`config.mk`:
```
export PLATFORM = sky130hd
export DESIGN_NAME = alu_writeback_flat
export DESIGN_NICKNAME = d
export VERILOG_FILES = /design/src/rtl/alu_wb_pkg.sv /design/src/rtl/alu_writeback_if.sv /design/src/rtl/alu_writeback.sv /design/src/flat_wrapper.sv
export SDC_FILE = /design/constraint.sdc
export NUM_CORES = 1
export LEC_CHECK = 0
export BUFFER_PORTS_ARGS = -buffer_cell sky130_fd_sc_hd__buf_2
export CAP_MARGIN = 20
export CORE_MARGIN = 3
export CORE_UTILIZATION = 47
export DETAILED_ROUTE_END_ITERATION = 10
export GPL_ROUTABILITY_DRIVEN = 0
export PLACE_DENSITY = 0.79
export SLEW_MARGIN = 40
export SYNTH_ARGS = -nofsm -noshare
export SYNTH_HDL_FRONTEND = slang
export SYNTH_SLANG_ARGS = --single-unit
```
`constraint.sdc`:
```
create_clock -name clk -period 2 [get_ports clk]
set_input_delay 0.2 -clock clk [delete_from_list [all_inputs] [get_ports clk]]
set_output_delay 0.2 -clock clk [all_outputs]
set_load 0.05 [all_outputs]
```
`src/rtl/alu_wb_pkg.sv`:
```
`default_nettype none
// ============================================================================
// alu_wb_pkg : writeback kind encodings, FSM states and R15 address
// Revision   : 1.0
// ============================================================================
package alu_wb_pkg;

  typedef enum logic [1:0] {
    WB_NONE   = 2'd0,
    WB_SINGLE = 2'd1,
    WB_MUL    = 2'd2,
    WB_DIV    = 2'd3
  } wb_kind_t;

  localparam logic [3:0] R15_ADDR = 4'hF;

  typedef logic [1:0] wb_state_t;
  localparam wb_state_t IDLE   = 2'd0;
  localparam wb_state_t WR_R15 = 2'd1;
  localparam wb_state_t EXC    = 2'd2;

  localparam int EXC_CNT_W = 8;

  function automatic logic wb_two_writes(input wb_kind_t kind);
    return (kind == WB_MUL) || (kind == WB_DIV);
  endfunction

  function automatic logic wb_has_write(input wb_kind_t kind);
    return kind != WB_NONE;
  endfunction

endpackage
`default_nettype wire

```
`src/rtl/alu_writeback_if.sv`:
```
`default_nettype none
// ============================================================================
// alu_writeback_if : ALU result handshake bus (ALU = master, writeback = slave)
// Revision         : 1.0
// ============================================================================
interface alu_writeback_if
  import alu_wb_pkg::*;
#(
  parameter int DATA_W     = 16,
  parameter int REG_ADDR_W = 4
) ();

  logic                    inValid;
  logic                    inReady;
  logic [2*DATA_W-1:0]     aluRslt;
  logic [DATA_W-1:0]       aluRsltR15;
  logic                    ovExcep;
  wb_kind_t                wbKind;
  logic [REG_ADDR_W-1:0]   destAddr;
  logic [DATA_W-1:0]       pcIn;

  modport master (
    output inValid, aluRslt, aluRsltR15, ovExcep, wbKind, destAddr, pcIn,
    input  inReady
  );

  modport slave (
    input  inValid, aluRslt, aluRsltR15, ovExcep, wbKind, destAddr, pcIn,
    output inReady
  );

endinterface
`default_nettype wire

```
`src/rtl/alu_writeback.sv`:
```
`default_nettype none
// ============================================================================
// alu_writeback : sequences ALU results onto the single register-file write
//                 port (op1 then R15) and captures overflow exceptions.
// Option        : ALU_WB_EXC_CNT_EN enables the saturating overflow counter.
// Revision      : 1.0
// ============================================================================
module alu_writeback
  import alu_wb_pkg::*;
#(
  parameter int DATA_W     = 16,
  parameter int REG_ADDR_W = 4
) (
  input  logic                  clk,
  input  logic                  rst_n,
  alu_writeback_if.slave        res,
  output logic                  rfWe,
  output logic [REG_ADDR_W-1:0] rfWaddr,
  output logic [DATA_W-1:0]     rfWdata,
  output logic                  excValid,
  input  logic                  excAck,
  output logic [DATA_W-1:0]     epc,
  output logic                  busy,
  output logic [EXC_CNT_W-1:0]  excCount
);

  localparam logic [REG_ADDR_W-1:0] c_r15_addr = '1;

  wb_state_t         r_state;
  logic [DATA_W-1:0] r_r15_data;

  logic              w_xfer;
  logic              w_first_wr;
  logic              w_goto_r15;
  logic [DATA_W-1:0] w_first_data;
  logic [DATA_W-1:0] w_r15_data;

  assign res.inReady = (r_state == IDLE);
  assign busy        = (r_state != IDLE);
  assign w_xfer      = res.inValid && res.inReady;

  // Overflow suppresses every register write for this result.
  always_comb begin
    w_first_wr   = 1'b0;
    w_goto_r15   = 1'b0;
    w_first_data = res.aluRslt[DATA_W-1:0];
    w_r15_data   = res.aluRsltR15;
    if (!res.ovExcep) begin
      w_first_wr = wb_has_write(res.wbKind);
      w_goto_r15 = wb_two_writes(res.wbKind);
      if (res.wbKind == WB_DIV) begin
        w_first_data = res.aluRsltR15;
        w_r15_data   = res.aluRslt[2*DATA_W-1:DATA_W];
      end
    end
  end

  always_ff @(posedge clk or negedge rst_n) begin
    if (!rst_n) begin
      r_state <= IDLE;
    end else begin
      case (r_state)
        IDLE: begin
          if (w_xfer) begin
            if (res.ovExcep) begin
              r_state <= EXC;
            end else if (w_goto_r15) begin
              r_state <= WR_R15;
            end
          end
        end
        WR_R15: begin
          r_state <= IDLE;
        end
        EXC: begin
          if (excAck) begin
            r_state <= IDLE;
          end
        end
        default: begin
          r_state <= IDLE;
        end
      endcase
    end
  end

  always_ff @(posedge clk or negedge rst_n) begin
    if (!rst_n) begin
      rfWe    <= 1'b0;
      rfWaddr <= '0;
      rfWdata <= '0;
    end else begin
      rfWe <= 1'b0;
      if (r_state == WR_R15) begin
        rfWe    <= 1'b1;
        rfWaddr <= c_r15_addr;
        rfWdata <= r_r15_data;
      end else if (w_xfer && w_first_wr) begin
        rfWe    <= 1'b1;
        rfWaddr <= res.destAddr;
        rfWdata <= w_first_data;
      end
    end
  end

  // Second-write value is held only across the WR_R15 cycle.
  always_ff @(posedge clk or negedge rst_n) begin
    if (!rst_n) begin
      r_r15_data <= '0;
    end else if (w_xfer && w_goto_r15) begin
      r_r15_data <= w_r15_data;
    end
  end

  always_ff @(posedge clk or negedge rst_n) begin
    if (!rst_n) begin
      excValid <= 1'b0;
      epc      <= '0;
    end else if (w_xfer && res.ovExcep) begin
      excValid <= 1'b1;
      epc      <= res.pcIn;
    end else if ((r_state == EXC) && excAck) begin
      excValid <= 1'b0;
    end
  end

`ifdef ALU_WB_EXC_CNT_EN
  logic [EXC_CNT_W-1:0] r_exc_count;

  always_ff @(posedge clk or negedge rst_n) begin
    if (!rst_n) begin
      r_exc_count <= '0;
    end else if (w_xfer && res.ovExcep && (r_exc_count != {EXC_CNT_W{1'b1}})) begin
      r_exc_count <= r_exc_count + 1'b1;
    end
  end

  assign excCount = r_exc_count;
`else
  assign excCount = '0;
`endif

endmodule
`default_nettype wire
```
`src/flat_wrapper.sv`:
```
// flat-port wrapper written by rule: the top's interface ports become plain ports
module alu_writeback_flat import alu_wb_pkg::*;
#(
  parameter int DATA_W     = 16,
  parameter int REG_ADDR_W = 4
)
  (clk, rst_n, rfWe, rfWaddr, rfWdata, excValid, excAck, epc, busy, excCount, res_inValid, res_aluRslt, res_aluRsltR15, res_ovExcep, res_wbKind, res_destAddr, res_pcIn, res_inReady);
  alu_writeback_if #(.DATA_W(DATA_W), .REG_ADDR_W(REG_ADDR_W)) res_i ();
  input  logic clk;
  input  logic rst_n;
  output logic rfWe;
  output logic [REG_ADDR_W-1:0] rfWaddr;
  output logic [DATA_W-1:0] rfWdata;
  output logic excValid;
  input  logic excAck;
  output logic [DATA_W-1:0] epc;
  output logic busy;
  output logic [EXC_CNT_W-1:0] excCount;
  input wire logic [$bits(res_i.inValid)-1:0] res_inValid;
  input wire logic [$bits(res_i.aluRslt)-1:0] res_aluRslt;
  input wire logic [$bits(res_i.aluRsltR15)-1:0] res_aluRsltR15;
  input wire logic [$bits(res_i.ovExcep)-1:0] res_ovExcep;
  input wire logic [$bits(res_i.wbKind)-1:0] res_wbKind;
  input wire logic [$bits(res_i.destAddr)-1:0] res_destAddr;
  input wire logic [$bits(res_i.pcIn)-1:0] res_pcIn;
  output wire logic [$bits(res_i.inReady)-1:0] res_inReady;
  assign res_i.inValid = res_inValid;
  assign res_i.aluRslt = res_aluRslt;
  assign res_i.aluRsltR15 = res_aluRsltR15;
  assign res_i.ovExcep = res_ovExcep;
  assign res_i.wbKind = res_wbKind;
  assign res_i.destAddr = res_destAddr;
  assign res_i.pcIn = res_pcIn;
  assign res_inReady = res_i.inReady;
  alu_writeback #(.DATA_W(DATA_W), .REG_ADDR_W(REG_ADDR_W)) u_core (.clk(clk), .rst_n(rst_n), .res(res_i), .rfWe(rfWe), .rfWaddr(rfWaddr), .rfWdata(rfWdata), .excValid(excValid), .excAck(excAck), .epc(epc), .busy(busy), .excCount(excCount));
endmodule
```
==> Flow_metrics.wiki, run 1 <==
{| class="wikitable"
! Metric !! Value
|-
| Minimum clock period || around 1700 ps
|-
| Crit path DAT || 1920 ps
|-
| Crit-path slowest cell || sky130_fd_sc_hd__or3b_4
|-
| Number of synthesized flops with an enable pin || 0
|-
| Sum of net half-perimeters after detailed placement || 5.01 mm
|-
| Leading cell types by total area after synthesis || sky130_fd_sc_hd__dfrtp_1 (50%), sky130_fd_sc_hd__mux2_2 (14%), sky130_fd_sc_hd__mux2i_1 (7.8%)
|-
| Worst slack, placed || 272 ps
|-
| Final clock period utilization by the worst path || 86.6%
|-
| Synthesized-area fraction occupied by and/or/nand/nor cells || 6.71%
|-
| Layout cell share with drive strength beyond 1 || around 51%
|-
| #FFs+latches synth || 56
|-
| Number of clock buffers inserted by TritonCTS || 5
|-
| Switching part of the total power || 42.7%
|-
| Per-cell via count in the routed design || 5.21
|-
| CTS tree || done
|-
| Setup slack after layout || 267 ps
|-
| First-pass GRT wire length || 10.8 mm
|-
| Total standard cell area after synthesis || 2810 um^2
|-
| Number of global-route vias before repair || about 2400
|-
| Mux cell area share after synthesis || 23.0%
|-
| Clock root buffer || sky130_fd_sc_hd__clkbuf_8
|-
| Unrepaired setup endpoints after global routing || no
|-
| Antenna Cells || 0
|-
| Internal power || roughly 2.2 mW
|-
| Upper clock frequency limit || between 0.5 and 0.6 GHz
|-
| Total net switching power || 1.60 mW
|-
| Clock insertion delay at the later pin of the skew report || 300 ps
|-
| Dominant synthesized flop cell || sky130_fd_sc_hd__dfrtp_1
|-
| Critical path peak fanout || 11
|-
| Clk sink count || between 50 and 60
|-
| Type of the setup path with the least slack || flip-flop to flip-flop
|-
| Starting density of the core || between 40% and 50%
|-
| Maximum VDD drop || 0.000670 V
|-
| Die footprint || approximately 7000 um^2
|-
| H-tree depth reported by CTS || 2
|-
| Endpoint class of the critical path || flip-flop
|-
| Synth warnings || 0
|-
| Die Height || 83.4 um
|-
| Most common library cells after synthesis || sky130_fd_sc_hd__dfrtp_1 (56), sky130_fd_sc_hd__mux2_2 (34), sky130_fd_sc_hd__inv_1 (22), sky130_fd_sc_hd__mux2i_1 (22), sky130_fd_sc_hd__nor2_1 (13)
|-
| Resized Gates After CTS || 0
|-
| Max_cap viols || 0
|-
| GR Overflow Total || 0
|-
| Fraction of post-synthesis cell area in the top cell type by area || between 40% and 50%
|-
| Sequential power share || a little over two fifths
|-
| Fraction of the yosys area taken by sequential cells || 49.8%
|-
| Most common cell in the synthesized netlist || sky130_fd_sc_hd__dfrtp_1
|-
| Final Hold Vio Count || 0
|-
| Growth of design area from synthesis to finish || 26.9%
|-
| Die Wd || 83.4 um
|-
| Proportion of register bits with asynchronous set or reset after synthesis || 100%
|-
| DRC errors left || 0
|-
| Series of cell instances along the critical path || or3b_4 -> nor3b_4 -> buf_4 -> mux2_2
|-
| Post-synthesis xor/xnor area fraction || 0%
|-
| Status || complete, no violations
|-
| Core Footprint || about 5600 um^2
|-
| Type of the most critical hold path || input port to flip-flop
|-
| Count of nets after finishing || 430
|-
| Worst clock skew on the final layout || 4.53 ps
|-
| Largest stage delay, worst path || 420 ps
|-
| Power per cell area || 1050 nW/um^2
|-
| Cell Rows || 27
|-
| Largest family of logic cells by synthesized area || multiplexers
|-
| Post-synthesis compound-gate area fraction || 11.3%
|-
| Wire length per cell || roughly 15 um
|-
| Minimum setup slack among reg-to-reg paths || 270 ps
|-
| Hold bufs inserted after CTS || 1
|-
| Drt total wl || around 6.4 mm
|-
| Required arrival time at the worst endpoint || ~2200 ps
|-
| Antenna violations before repair || 0
|-
| Final cell utilization of the core || 63.3%
|-
| DRT iter0 DRCs || 93
|-
| Global-route usage over all layers || 18.8%
|-
| Post-synthesis cell type with the largest combined area || sky130_fd_sc_hd__dfrtp_1
|-
| Max Root-Sink Buffers || 2
|-
| Share of total power in combinational logic || 42.4%
|-
| Number of top-level design ports || 123
|-
| Setup fix buffers added after clock tree synthesis || 0
|-
| Endpoints failing setup || 0
|-
| TritonRoute pass-1 iters || 4
|-
| Remaining number of nets flagged by the antenna check after routing || 0
|-
| Buffers on Ports || 114
|-
| Maximum number of pins on one net before global-route repair || 29
|-
| Count of different cell masters after synthesis || 30
|-
| Clock Pin Slew Worst Setup and Hold Paths || 100 ps
|-
| Via count || 2228
|-
| Post-synthesis share of cell area spent on full adders, half adders and majority gates || 0%
|-
| Share of power burned in the clock network || 16.0%
|-
| Mean Syn Cell Area || 12.1 um^2
|-
| Worst setup SP type || flip-flop
|-
| Leakage component of the power || 1.93 nW
|-
| Setup TNS after final layout || 0 ps
|-
| Number of slew-limit violations in the final report || 0
|-
| Post-Synthesis Cells || 232
|}
-- logic make-up (layout without fill, tap and decap cells) --
logic type             count (synthesis)  in the layout
other                                  1              8
AOI/OAI and AO/OA                     41             41
and+or+nand+nor                       29             29
buffers and inverters                 46            163
muxes                                 59             59
DFF                                   56             56
-- worst max-delay path, delay by kind of cell (launching register included) --
| family | cells | cell delay [ps] |
|---|---|---|
| AND/OR/NAND/NOR | 2 | 630 |
| flip-flops | 1 | 390 |
| multiplexers | 1 | 360 |
| buffers and inverters | 1 | 240 |
-- power groups by stage --
stage               clock network [mW]  registers (mW)  logic (mW)
finish                           0.602            1.56        1.59
global route                     0.667            1.59        1.69
CTS                              0.619            1.56        1.61
detailed placement                   0            1.59        1.60
global placement                     0            1.57        1.57
floorplan                            0            2.27       0.495
-- path summary, 6_finish.rpt --
kind | cells past startpoint | startpoint | to
max | 4 | u_core.r_state[0] | u_core.r_r15_data[9]
min | 3 | res_destAddr[3] | u_core.rfWaddr[3]
max reg2reg | 4 | u_core.r_state[0] | u_core.r_r15_data[9]
min reg2reg | 1 | u_core.epc[4] | u_core.epc[4]
max in group asynchronous | 3 | rst_n | u_core.rfWdata[8]
min in group asynchronous | 3 | rst_n | u_core.epc[7]
-- final cells by class --
cell class | count | area [um^2]
Clock buffer | 5 | 68.8
Clock inverter | 3 | 18.8
Fill cell | 479 | 2070
Inverter | 22 | 82.6
Multi-Input combinational cell | 137 | 1190
Sequential cell | 56 | 1400
Tap cell | 72 | 90.1
Timing Repair Buffer | 133 | 716
-- metal layers --
metal	track usage [%]	wire, um	part of all wire, %
met5	0	0	0
met4	5.35	91	1.4
met3	6.35	563	8.8
met2	31.0	3130	49
met1	23.3	2610	41
-- through the flow --
stage	hold WS, ps	cells	total power, mW	instance area [um^2]
detailed placement	236	419	3.19	3470
global placement	238	419	3.14	3470
CTS	103	428	3.79	3570
finish	116	428	3.75	3570
global route	98.0	428	3.95	3570
floorplan	-95.6	239	2.76	2840
-- registers in the layout, indices dropped and copies added (netlist names) --
name,count
u_core.r_r15_data,16
u_core.r_state,2
u_core.epc,16
u_core.rfWe,1
u_core.rfWdata,16
u_core.excValid,1
u_core.rfWaddr,4
-- placed cells by master, fill, tap and decap left out, types with 3 or more instances in the layout --
master                       n
sky130_fd_sc_hd__a21oi_1    10
sky130_fd_sc_hd__mux2i_1    22
sky130_fd_sc_hd__dfrtp_1    56
sky130_fd_sc_hd__conb_1      8
sky130_fd_sc_hd__buf_4      18
sky130_fd_sc_hd__nor2_1     13
sky130_fd_sc_hd__buf_2     114
sky130_fd_sc_hd__a221oi_1   10
sky130_fd_sc_hd__a32o_1      6
sky130_fd_sc_hd__clkbuf_8    5
sky130_fd_sc_hd__and4b_1     6
sky130_fd_sc_hd__mux2_2     34
sky130_fd_sc_hd__a211o_1     6
sky130_fd_sc_hd__mux2_4      3
sky130_fd_sc_hd__inv_1      22
sky130_fd_sc_hd__a211oi_1    4
(Power assumes the default switching activity.)
==> run 2: changes to the inputs <==
Settings changed: ABC_AREA set to 1, CORE_UTILIZATION 47 to 49, PLACE_DENSITY 0.79 to 0.81.
==> run 2 against run 1 <==
Sequential power hardly changed. Worst setup slack gained 220 ps. Critical path depth up 3. Clock skew increased by 3.1 ps. Clock power up 5.8%. Register-to-register slack better by 220 ps. Clock-buffer cell count rose by 1. Final area rose by 4.8%. Sequential cell count unchanged. Critical endpoint is now u_core.epc[11]. Highest routed layer unchanged.
==> Flow_metrics.wiki, run 2 <==
{| class="wikitable"
! Metric !! Value
|-
| H-tree depth reported by CTS || 2
|-
| Maximum number of pins on one net before global-route repair || 33
|-
| Leakage component of the power || 2.19 nW
|-
| Largest family of logic cells by synthesized area || simple AND/OR/NAND/NOR gates
|-
| Type of the setup path with the least slack || flip-flop to flip-flop
|-
| Mean Syn Cell Area || 7.46 um^2
|-
| Met3 wire len || approximately 500 um
|-
| Sum of net half-perimeters after detailed placement || 5.51 mm
|-
| Cell Rows || 28
|-
| Slew @ Worst Pin || 609 ps
|-
| Synthesized-area fraction occupied by and/or/nand/nor cells || 41.4%
|-
| Number of slew-limit violations in the final report || 0
|-
| Dominant synthesized flop cell || sky130_fd_sc_hd__dfrtp_1
|-
| Clock Pin Slew Worst Setup and Hold Paths || approximately 110 ps
|-
| Max Root-Sink Buffers || 2
|-
| Final Hold Vio Count || 0
|-
| Most common library cells after synthesis || sky130_fd_sc_hd__nand2_1 (115), sky130_fd_sc_hd__nand3_1 (72), sky130_fd_sc_hd__dfrtp_1 (56)
|-
| Power per cell area || 1010 nW/um^2
|-
| Global-route usage over all layers || 21.2%
|-
| Most common cell in the synthesized netlist || sky130_fd_sc_hd__nand2_1
|-
| Clock insertion delay at the later pin of the skew report || around 310 ps
|-
| Post-Synthesis Cells || roughly 410
|-
| Clock root buffer || sky130_fd_sc_hd__clkbuf_8
|-
| Endpoints failing setup || 0
|-
| Filler Cell Count || ~550
|-
| Sum of internal, switching and leakage power || around 3.8 mW
|-
| Growth of design area from synthesis to finish || 22.5%
|-
| Routed metal-1 wirelength || 3.26 mm
|-
| Maximum VDD drop || 0.000544 V
|-
| Setup TNS after final layout || 0 ps
|-
| Hold Path Origin || excAck
|-
| Post-synthesis share of cell area spent on full adders, half adders and majority gates || 0%
|-
| Antenna Cells || 0
|-
| Resized Gates After CTS || 0
|-
| DRC errors left || 0
|-
| Drt total wl || ~7.5 mm
|-
| Post-synthesis compound-gate area fraction || 0.533%
|-
| Leading registers by flop count || u_core.epc: 16 flops, u_core.r_r15_data: 16 flops, u_core.rfWdata: 16 flops
|-
| Layout cell share with drive strength beyond 1 || 33.5%
|-
| Slew HR || 59.4%
|-
| Worst R2R Path Depth || 7
|-
| Remaining number of nets flagged by the antenna check after routing || 0
|-
| Type of the most critical hold path || input port to flip-flop
|-
| Die Wd || 84.9 um
|-
| Mux cell area share after synthesis || 0%
|-
| First-pass GRT wire length || 12.6 mm
|-
| Number of synthesized flops with an enable pin || 0
|-
| Worst setup SP type || flip-flop
|-
| Topmost layer with routed signal wires || met4
|-
| Total standard cell area after synthesis || between 3000 and 4000 um^2
|-
| Per-cell via count in the routed design || 4.96
|-
| Clk sink count || 56
|-
| Number of top-level design ports || 123
|-
| Minimum clock period || 1520 ps
|-
| Via count || 2938
|-
| Count of different cell masters after synthesis || 19
|-
| Endpoint class of the critical path || flip-flop
|-
| Synth warnings || 0
|-
| TritonRoute pass-1 iters || 4
|-
| Count of nets after finishing || 591
|-
| End point of the most critical hold path || u_core.r_state[1]
|-
| Max_cap viols || 0
|-
| Most common library cell in the layout ignoring fill and taps || sky130_fd_sc_hd__nand2_1
|-
| Antenna violations before repair || 0
|-
| Met2 WL post-DR || 3.53 mm
|-
| Worst slack, placed || 493 ps
|-
| Minimum setup slack among reg-to-reg paths || 480 ps
|-
| Setup slack after layout || approximately 480 ps
|-
| Post-synthesis xor/xnor area fraction || 0%
|-
| Critical path peak fanout || 18
|-
| Proportion of register bits with asynchronous set or reset after synthesis || 100%
|-
| DRT iter0 DRCs || 184
|-
| Hold Path Depth || 2
|-
| Number of clock buffers inserted by TritonCTS || 5
|-
| Setup fix buffers added after clock tree synthesis || 0
|-
| Required arrival time at the worst endpoint || 2210 ps
|-
| Status || complete, no violations
|-
| #FFs+latches synth || 56
|-
| Fraction of post-synthesis cell area in the top cell type by area || 45.9%
|-
| Unrepaired setup endpoints after global routing || no
|-
| Leading cell types by total area after synthesis || sky130_fd_sc_hd__dfrtp_1 (46%), sky130_fd_sc_hd__nand2_1 (14%), sky130_fd_sc_hd__nand3_1 (12%)
|-
| FF-to-FF End || u_core.epc[11]
|-
| Crit path DAT || 1730 ps
|-
| Number of global-route vias before repair || 2757
|-
| Buffers on Ports || 114
|-
| Die footprint || roughly 7200 um^2
|-
| CTS tree || done
|-
| Upper clock frequency limit || 0.659 GHz
|-
| Fraction of the yosys area taken by sequential cells || 45.9%
|-
| GR Overflow Total || 0
|-
| Core Footprint || 5990 um^2
|-
| Starting density of the core || between 50% and 60%
|-
| Die Height || 84.9 um
|-
| Final clock period utilization by the worst path || about three quarters
|-
| Worst clock skew on the final layout || 7.63 ps
|-
| Post-synthesis cell type with the largest combined area || sky130_fd_sc_hd__dfrtp_1
|-
| Wire length per cell || about 13 um
|-
| Commonest cells after routing, fill and taps aside || sky130_fd_sc_hd__nand2_1 (115), sky130_fd_sc_hd__buf_2 (114), sky130_fd_sc_hd__nand3_1 (72)
|-
| Beginning of the worst register-to-register path || u_core.r_state[0]
|}
-- run 2: cell count changes after synthesis, moves of 16 or more --
cell                      previous run  this run
sky130_fd_sc_hd__nand2_1             2       115
sky130_fd_sc_hd__nand3_1             0        72
sky130_fd_sc_hd__mux2_2             34         0
sky130_fd_sc_hd__mux2i_1            22         0
sky130_fd_sc_hd__or2_2               0        32
sky130_fd_sc_hd__nand4_1             0        16
sky130_fd_sc_hd__inv_1              22        39
sky130_fd_sc_hd__nor2_1             13        35
-- run 2: per-stage QoR --
step / area (um^2) / hold WS, ps / instances / utilization, %
5_1_grt: 3740 / 84.9 / 592 / 62.4
4_1_cts: 3740 / 60.6 / 592 / 62.4
6_report: 3740 / 63.2 / 592 / 62.4
3_3_place_gp: 3640 / 234 / 583 / 60.8
3_5_place_dp: 3640 / 250 / 583 / 60.8
2_1_floorplan: 3080 / -95.6 / 416 / -
-- run 2: how the worst max path moves through the flow --
| stage | end | startpoint | cells past startpoint |
|---|---|---|---|
| 3_5_place_dp | u_core.epc[11] | u_core.r_state[0] | 7 |
| 3_3_place_gp | u_core.epc[6] | u_core.r_state[0] | 7 |
| 6_report | u_core.epc[11] | u_core.r_state[0] | 7 |
| 4_1_cts | u_core.epc[11] | u_core.r_state[0] | 7 |
| 2_1_floorplan | u_core.epc[0] | u_core.r_state[0] | 8 |
| 5_1_grt | u_core.epc[5] | u_core.r_state[0] | 7 |
-- run 2: critical path, cell delays in order, from the launching register on --
cell	delay, ps
sky130_fd_sc_hd__dfrtp_1	410
sky130_fd_sc_hd__inv_1	90
sky130_fd_sc_hd__nand2_2	100
sky130_fd_sc_hd__nor2_2	150
sky130_fd_sc_hd__buf_4	250
sky130_fd_sc_hd__nand2_2	240
sky130_fd_sc_hd__nand2_1	120
sky130_fd_sc_hd__nand2_1	60
-- run 2: cell type report --
cell class | count | area, um^2 | area share (%)
clock inverter | 2 | 16.3 | 0.435
timing repair buffer | 127 | 683 | 18.3
clock buffer | 6 | 72.6 | 1.94
sequential | 56 | 1400 | 37.5
multi-input combinational | 284 | 1310 | 35.1
tap | 75 | 93.8 | 2.51
inverter | 42 | 160 | 4.28
-- run 2: what timing repair did --
item                       CTS  global route
setup endpoints to repair    0             0
hold endpoints to repair    24             0
hold buffers                 1             0
-- run 2: cell families (layout without fill, tap and decap cells) --
kind of cell | Yosys count | after routing
other | 1 | 8
buffers and inverters | 76 | 177
AOI/OAI and AO/OA | 2 | 2
and+or+nand+nor | 274 | 274
DFF | 56 | 56
-- run 2: report_power, final --
part | switching [mW] | internal (mW) | total [mW]
combinational | 1.19 | 0.398 | 1.59
clock | 0.386 | 0.251 | 0.637
sequential | 0.130 | 1.41 | 1.54
-- run 2: metal layers --
layer | global-route usage, % | vias up
met2 | 33.9 | 118
met1 | 28.7 | 1327
met5 | 0 | -
met4 | 9.21 | 0
li1 | - | 1474
met3 | 3.11 | 19
==> run 3: changes to the inputs <==
Settings changed: ABC_AREA 1 to 0, CORE_UTILIZATION 49 to 43, PLACE_DENSITY 0.81 to 0.77.
Clock period 2 ns to 1.37 ns, I/O delays scaled along.
==> run 3 against run 2 <==
The flow now finishes with violations (setup timing). Clock-buffer cell count is 1 lower. Core utilization rose by 4.5 points. Maximum frequency down 14%. Routed wire length grew 1.4%. Non-clock buffer count is 29 higher. Hold slack worse by 27 ps. Sequential cell count unchanged. Worst setup slack lost 880 ps. Via count shrank 20%. Sequential share of layout area down 3.3 points. Final area increased by 9.6%.
==> Flow_metrics.wiki, run 3 (synthesized netlist as in run 1, its figures left out) <==
{| class="wikitable"
! Metric !! Value
|-
| Worst setup SP type || flip-flop
|-
| Count of nets after finishing || 453
|-
| Share of total power in combinational logic || between 40% and 50%
|-
| Core Footprint || 6130 um^2
|-
| Share of power burned in the clock network || 15.7%
|-
| Worst clock skew on the final layout || 6.19 ps
|-
| Max Root-Sink Buffers || 2
|-
| Clk sink count || 56
|-
| Minimum clock period || 1770 ps
|-
| Internal power || around 3.4 mW
|-
| Critical path peak fanout || 6
|-
| Beginning of the worst register-to-register path || u_core.r_state[0]
|-
| Global-route usage over all layers || 20.0%
|-
| Growth of design area from synthesis to finish || 45.7%
|-
| TritonRoute pass-1 iters || 4
|-
| Type of the most critical hold path || input port to flip-flop
|-
| Final Hold Vio Count || 0
|-
| H-tree depth reported by CTS || 2
|-
| Cell Rows || 28
|-
| Crit path DAT || 1970 ps
|-
| DRT iter0 DRCs || 94
|-
| First-pass GRT wire length || around 12 mm
|-
| Type of the setup path with the least slack || flip-flop to flip-flop
|-
| Switching part of the total power || 42.3%
|-
| Clock Pin Slew Worst Setup and Hold Paths || 110 ps
|-
| Global Route met1 Usage || roughly 25%
|-
| Wire length per cell || 16.8 um
|-
| Setup TNS after final layout || -16830 ps
|-
| Endpoint class of the critical path || flip-flop
|-
| Unrepaired setup endpoints after global routing || yes
|-
| Final Instance Area || 4100 um^2
|-
| Leading registers by flop count || u_core.epc: 16 flops, u_core.r_r15_data: 16 flops, u_core.rfWdata: 16 flops
|-
| Placed cell areas || about 3600 um^2
|-
| GR Overflow Total || 0
|-
| Antenna Cells || 0
|-
| Remaining number of nets flagged by the antenna check after routing || 0
|-
| Final clock period utilization by the worst path || 129%
|-
| Maximum VDD drop || 0.00105 V
|-
| Number of slew-limit violations in the final report || 0
|-
| Failing checks || setup timing
|-
| Setup slack after layout || -398 ps
|-
| Sequential power share || 38.8%
|-
| Number of global-route vias before repair || between 2000 and 2500
|-
| Status || finished, violations left
|-
| Buffers on Ports || 114
|-
| Commonest cells after routing, fill and taps aside || sky130_fd_sc_hd__buf_2 (112), sky130_fd_sc_hd__dfrtp_1 (55), sky130_fd_sc_hd__mux2_4 (26)
|-
| Layout cell share with drive strength beyond 1 || 59.4%
|-
| Required arrival time at the worst endpoint || 1570 ps
|-
| Hold Path Origin || res_destAddr[2]
|-
| Routing usage on met3 || roughly 5.9%
|-
| Die Height || between 80 and 90 um
|-
| Maximum number of pins on one net before global-route repair || 57
|-
| Fin Hold WS || 35.8 ps
|-
| Clock insertion delay at the later pin of the skew report || a little over 300 ps
|-
| Leakage component of the power || 2.18 nW
|-
| Clock root buffer || sky130_fd_sc_hd__clkbuf_8
|-
| Max_cap viols || 0
|-
| Routing layer with the top usage in global route || met2
|-
| Die footprint || 7550 um^2
|-
| Number of top-level design ports || ~120
|-
| Most common library cell in the layout ignoring fill and taps || sky130_fd_sc_hd__buf_2
|-
| Number of clock buffers inserted by TritonCTS || 5
|-
| Total net switching power || ~2.5 mW
|-
| Placed cell count || 430
|-
| Drt total wl || 7.63 mm
|-
| Crit path from || u_core.r_state[0]
|-
| Starting density of the core || 45.9%
|-
| Endpoints failing setup || 57
|-
| Power per cell area || 1450 nW/um^2
|-
| Per-cell via count in the routed design || 5.15
|-
| Met2 track demand over resource || 34.6%
|-
| Antenna violations before repair || 0
|-
| Via count || ~2300
|-
| DRC errors left || 0
|-
| Final cell count without fillers || 454
|-
| Die Wd || 86.9 um
|-
| Upper clock frequency limit || roughly 0.57 GHz
|-
| CTS tree || done
|-
| Sum of net half-perimeters after detailed placement || 5.22 mm
|}
run 3: changes by cell type in the layout (fill, tap and decap cells not counted), sizes merged, moves of 6 or more:
cell / delta
nand3: -72
nand4: -16
nor2: -22
a21oi: +11
a32o: +6
inv: -20
a211o: +6
mux2: +37
buf: +29
mux2i: +22
nand2: -116
a221oi: +10
or2: -32
and4b: +6
run 3: worst paths after layout:
kind	endpoint	slack, ps	cells after the start
worst max-delay path	u_core.r_r15_data[15]	-400	5
worst min-delay path	u_core.rfWaddr[2]	40	3
worst max register to register	u_core.r_r15_data[15]	-400	5
worst min register to register	u_core.rfWdata[3]	500	1
max in group asynchronous	u_core.r_r15_data[14]	760	3
min in group asynchronous	u_core.epc[10]	340	3
run 3: critical path, stage by stage, from the launching register on:
cell and delay (ps):
sky130_fd_sc_hd__dfrtp_2 420, sky130_fd_sc_hd__or3b_4 410, sky130_fd_sc_hd__nor3b_4 250, sky130_fd_sc_hd__buf_6 150, sky130_fd_sc_hd__buf_12 120, sky130_fd_sc_hd__mux2_4 300
run 3: final cells by class:
class / instances / area, um^2
fillers: 462 / 2030
flip-flops and latches: 56 / 1400
multi-input cells: 137 / 1390
repair buffers: 156 / 1040
well taps: 75 / 93.8
inverters: 22 / 82.6
clock buffers: 5 / 68.8
clock inverters: 3 / 23.8
run 3: routing by layer:
layer,share of wire (%),wire (um)
met5,0,0
met4,0.92,70
met3,7.3,556
met2,51,3880
met1,41,3130
run 3: power by group through the flow:
stage / Sequential (mW) / Combinational [mW] / Clock (mW)
floorplan: 3.31 / 0.724 / 0
global placement: 2.29 / 2.34 / 0
detailed placement: 2.31 / 2.39 / 0
CTS: 2.29 / 2.57 / 0.950
global route: 2.35 / 2.84 / 1.03
finish: 2.30 / 2.70 / 0.929
run 3: what timing repair did:
item                       in CTS  in global routing
hold buffers                    1                  0
pin swaps                       9                 11
gates cloned                    4                  0
resized for setup              26                 40
hold endpoints to repair       56                  0
setup endpoints to repair      56                 57
setup buffers                   8                  6
run 3: stage by stage:
stage / util, % / setup slack (ps) / power (mW)
3_3_place_gp: 58.5 / -281 / 4.63
2_1_floorplan: - / -287 / 4.04
4_1_cts: 64.5 / -347 / 5.80
3_5_place_dp: 58.7 / -342 / 4.70
6_report: 66.9 / -398 / 5.93
5_1_grt: 66.9 / -448 / 6.22
